[src/rtl/crc_pkg.sv]
// Shared types and constants for the CRC-4 (x^4+x+1) decode controller.
package crc_pkg;

    localparam int CODE_W = 12;
    localparam int DATA_W = 8;
    localparam int CRC_W  = 4;
    localparam int CNT_W  = 4;

    // x^4 + x + 1 without the implicit leading term
    localparam logic [CRC_W-1:0] POLY = 4'b0011;

    typedef enum logic [1:0] {
        IDLE  = 2'd0,
        LOAD  = 2'd1,
        SHIFT = 2'd2,
        DONE  = 2'd3
    } state_t;

endpackage

[src/rtl/crc_err_counter.sv]
// Saturating event counter; used for the CRC error tally.
module crc_err_counter
    import crc_pkg::*;
#(
    parameter int W = 16
) (
    input  logic         clk,
    input  logic         rst,
    input  logic         inc,
    output logic [W-1:0] count
);

    always_ff @(posedge clk or posedge rst) begin
        if (rst) begin
            count <= '0;
        end else if (inc && (count != '1)) begin
            count <= count + 1'b1;
        end
    end

endmodule

[src/rtl/crc_decode_ctrl.sv]
// Sequencer for the bit-serial CRC-4 decoder: load, shift, result handshake.
// Optional saturating error counter enabled by CRC_CTRL_ERR_CNT_EN.
module crc_decode_ctrl
    import crc_pkg::*;
#(
    parameter int CODE_W = crc_pkg::CODE_W,
    parameter int DATA_W = crc_pkg::DATA_W,
    parameter int CNT_W  = crc_pkg::CNT_W
) (
    input  logic              clk,
    input  logic              rst,
    input  logic              in_valid,
    output logic              in_ready,
    input  logic [CODE_W-1:0] in_code,
    output logic              dec_load,
    output logic              dec_shift_en,
    output logic              dec_processing_complete,
    output logic [CODE_W-1:0] dec_encoded_data,
    input  logic [DATA_W-1:0] dec_decoded_data,
    input  logic              dec_error_detected,
    output logic              out_valid,
    input  logic              out_ready,
    output logic [DATA_W-1:0] out_data,
    output logic              out_error,
    output logic              busy,
    output logic [15:0]       err_count
);

    localparam logic [CNT_W-1:0] LAST = CNT_W'(CODE_W - 1);

    state_t            state;
    logic [CNT_W-1:0]  cnt;
    logic [CODE_W-1:0] code_reg;

    always_ff @(posedge clk or posedge rst) begin
        if (rst) begin
            state    <= IDLE;
            cnt      <= '0;
            code_reg <= '0;
        end else begin
            unique case (state)
                IDLE: begin
                    if (in_valid) begin
                        code_reg <= in_code;
                        state    <= LOAD;
                    end
                end
                LOAD: begin
                    cnt   <= '0;
                    state <= SHIFT;
                end
                SHIFT: begin
                    // exit compare wins so cnt never wraps
                    if (cnt == LAST) begin
                        state <= DONE;
                    end else begin
                        cnt <= cnt + 1'b1;
                    end
                end
                DONE: begin
                    if (out_ready) begin
                        state <= IDLE;
                    end
                end
                default: state <= IDLE;
            endcase
        end
    end

    assign in_ready                = (state == IDLE);
    assign dec_load                = (state == LOAD);
    assign dec_shift_en            = (state == SHIFT);
    assign dec_processing_complete = (state == DONE);
    assign out_valid               = (state == DONE);
    assign busy                    = (state != IDLE);
    assign dec_encoded_data        = code_reg;

    // decoder holds its result steady while no load/shift is issued
    assign out_data  = dec_decoded_data;
    assign out_error = dec_error_detected;

`ifdef CRC_CTRL_ERR_CNT_EN
    crc_err_counter #(
        .W(16)
    ) u_err_counter (
        .clk  (clk),
        .rst  (rst),
        .inc  (out_valid && out_ready && out_error),
        .count(err_count)
    );
`else
    assign err_count = 16'h0000;
`endif

endmodule

[config.mk]
export PLATFORM = sky130hd
export DESIGN_NAME = crc_decode_ctrl
export DESIGN_NICKNAME = d
export VERILOG_FILES = /design/src/rtl/crc_pkg.sv /design/src/rtl/crc_err_counter.sv /design/src/rtl/crc_decode_ctrl.sv
export SDC_FILE = /design/constraint.sdc
export NUM_CORES = 1
export LEC_CHECK = 0
export CELL_PAD_IN_SITES_DETAIL_PLACEMENT = 0
export CELL_PAD_IN_SITES_GLOBAL_PLACEMENT = 1
export CORE_MARGIN = 8
export CORE_UTILIZATION = 23
export DETAILED_ROUTE_END_ITERATION = 16
export PLACE_DENSITY = 0.76
export SYNTH_ARGS = -nofsm -noshare
export SYNTH_HDL_FRONTEND = slang
export SYNTH_SLANG_ARGS = --single-unit
[constraint.sdc]
create_clock -name clk -period 1.6 [get_ports clk]
set_input_delay 0.32 -clock clk [delete_from_list [all_inputs] [get_ports clk]]
set_output_delay 0.32 -clock clk [all_outputs]
set_load 0.01 [all_outputs]
==> out/summary.txt <==
Power Density -> 1880 mW/mm2
Crit share post-route -> 0.982
Final Slew Violations -> 0
Critical Path Max Stage Delay -> 0.42 ns
Worst path required time -> 1.74 ns
Drt drc -> 0
Post-synth top cells -> buf_4 (26), dfrtp_1 (18), mux2_2 (12), inv_1 (7), ha_1 (6)
DP HPWL -> 1.90 mm
RePlAce Congestion -> 0.650
Startpoint types -> flop
Post-synth EDFFs -> 0
Met2 WL -> 1.25 mm
Asr flop ratio synth -> 1.00
Cells after Synth -> 94
Reg clk slew, reported paths -> 0.07 ns
HP Class -> in2async
Vias in the first global route -> 805
Reg2reg setup slack -> 0.03 ns
Grt ovf -> 0
Area Growth Syn to Fin -> 38.3%
Std cell rows -> 24
Top-count cell post-synth -> buf_4
Worst path cell trace -> ha_2 > a222oi_1 > buf_4 > mux2_1
Inserted Diodes -> 0
Clock Root Buffer -> clkbuf_8
Worst hold margin -> 0.308 ns
Clock period minus worst slack -> 1.57 ns
Crit end category -> flop
I/O Buffers -> 33
Critical path type -> reg2reg
Prevailing post-synth register cell -> dfrtp_1
Hold-fix buffers, CTS -> 0
Setup Skew -> 0.00281 ns
Clock Latency Late Sink -> 0.25 ns
Final hold vios -> 0
WP data arrival -> 1.71 ns
Fraction of layout instances using a drive strength above 1 -> 0.313
Layout Utilization -> 0.332
CTS sink count -> 18
Buf/Inv on CP -> 1
Stages on worst setup path -> 4
Leak -> 0.704 nW
Fill count -> 454
WL/cell -> 13.4 um
Number of buffers created by CTS -> 3
Initial Util -> 0.240
Reg2reg start -> state[0]
Detailed Route Iter0 Violations -> 47
CP top delay family -> flip-flops
Final wirelength -> 2.42 mm
Pin count of the biggest net entering global routing -> 13
Initial antenna violation count -> 0
Seq cells post-synth -> 18
Worst setup endpoint -> state[1]
Wire length on met1 -> 900 um
Core region area -> 0.00438 mm2
Worst-case reg-to-reg path depth -> 4
Fmax -> 636 MHz
Max cap viols -> 0
Vias -> 716
Drt first pass iters -> 4
Top Layer Used -> met4
Horiz. Die Dim -> 83.6 um
Final setup margin -> 0.0286 ns
CTS tree -> yes
Status -> complete, no violations
RSZ-0062 raised after global routing -> yes
Cell accounting for the most synthesized area -> dfrtp_1
Final setup TNS -> 0 ns
Crit path from -> state[0]
CP max stage cell -> dfrtp_1
Synth Warn # -> 0
Overall die area -> 0.00699 mm2
Synth cell types -> 24
Final Setup Violations -> 0
Post-DRT Antenna Nets -> 0
Reg2Reg Capture Point -> state[1]
Vias per inst -> 3.98
Routed met3 length -> 250 um
Die Ht -> 83.6 um
Sequential share of the synthesized area -> 0.429
Final #Nets -> 160
I/O pin cnt -> 68
CTS Buffer Depth -> 2
First-pass GRT wire length -> 3.79 mm
Tot Pwr -> 2.73 mW
Post-Place Worst Slack -> -0.167 ns
VDD IR max -> 0.000820 V
Cell Area, Synth -> 0.00105 mm2
Crit Path Max Fanout -> 4
H-tree levels -> 1
Syn avg cell area -> 11.2 um2
Share of the synthesized area in the top cell type -> 0.429
Synth top area cells -> dfrtp_1 (43%), buf_4 (19%), mux2_2 (13%)
Gr usage total -> 0.0641
layout by cell type (no fill, tap or decap), types with 2 or more instances in the layout:
cell type	instances
clkdlybuf4s50_1	27
dfrtp_1	18
conb_1	16
mux2_2	12
buf_4	9
inv_1	5
nand2_1	4
clkbuf_8	4
clkbuf_2	3
inv_2	2
nor2_1	2
o21ai_0	2
ha_2	2
ha_1	2
ha_4	2
dlygate4sd2_1	2
where the power goes:
| group | internal [mW] | switching, mW | total [mW] |
|---|---|---|---|
| clock | 0.219 | 0.159 | 0.378 |
| combinational | 0.901 | 0.626 | 1.53 |
| sequential | 0.680 | 0.146 | 0.826 |
flip-flops by register name, indices dropped and copies added, names as in the netlist:
name,cells
state,2
dec_encoded_data,12
cnt,4
how the worst min path moves through the flow:
stage	start	endpoint	slack, ns	cells after the start
finish	rst	state[1]	0.31	2
global placement	dec_encoded_data[6]	dec_encoded_data[6]	0.49	1
floorplan	rst	cnt[0]	0.26	1
global route	rst	state[1]	0.34	2
CTS	rst	state[1]	0.31	2
detailed placement	dec_encoded_data[11]	dec_encoded_data[11]	0.49	1
stage by stage:
step	cell area, um2	instances
after floorplan	1110	109
after global placement	1360	172
after detailed placement	1360	172
after CTS	1430	176
after global routing	1450	180
final	1450	180
worst register-to-register path, stage by stage (launching register included):
cell and delay, ns:
dfrtp_1 0.42, ha_2 0.23, a222oi_1 0.33, buf_4 0.17
mux2_1 0.31
timing repair:
| item | in CTS | in global routing |
|---|---|---|
| buffers inserted | 0 | 4 |
| gates resized for setup | 15 | 6 |
| setup endpoints to repair | 7 | 4 |
| pin swaps | 1 | 2 |
logic make-up after synthesis:
kind of cell / after synthesis / share of synthesized area
other: 1 / 0.00357
adder cells (fa/ha/maj): 6 / 0.0714
AND/OR/NAND/NOR: 12 / 0.0738
multiplexers: 14 / 0.149
AO/OA/AOI/OAI: 8 / 0.0536
buffers and inverters: 35 / 0.220
flip-flops: 18 / 0.429
cell type report:
cell class                 count  area, um2  area share
multi-input combinational     56        455       0.313
sequential                    18        450       0.310
timing repair buffer          43        402       0.276
tap                           52       65.1      0.0448
clock buffer                   4       55.1      0.0379
inverter                       7       26.3      0.0181
layer usage:
layer	GRT usage	vias to the layer above
met5	0	-
met4	0.0141	0
li1	-	335
met2	0.112	35
met1	0.0609	344
met3	0.0420	2
Note: power is estimated with default switching activity, not from simulation.
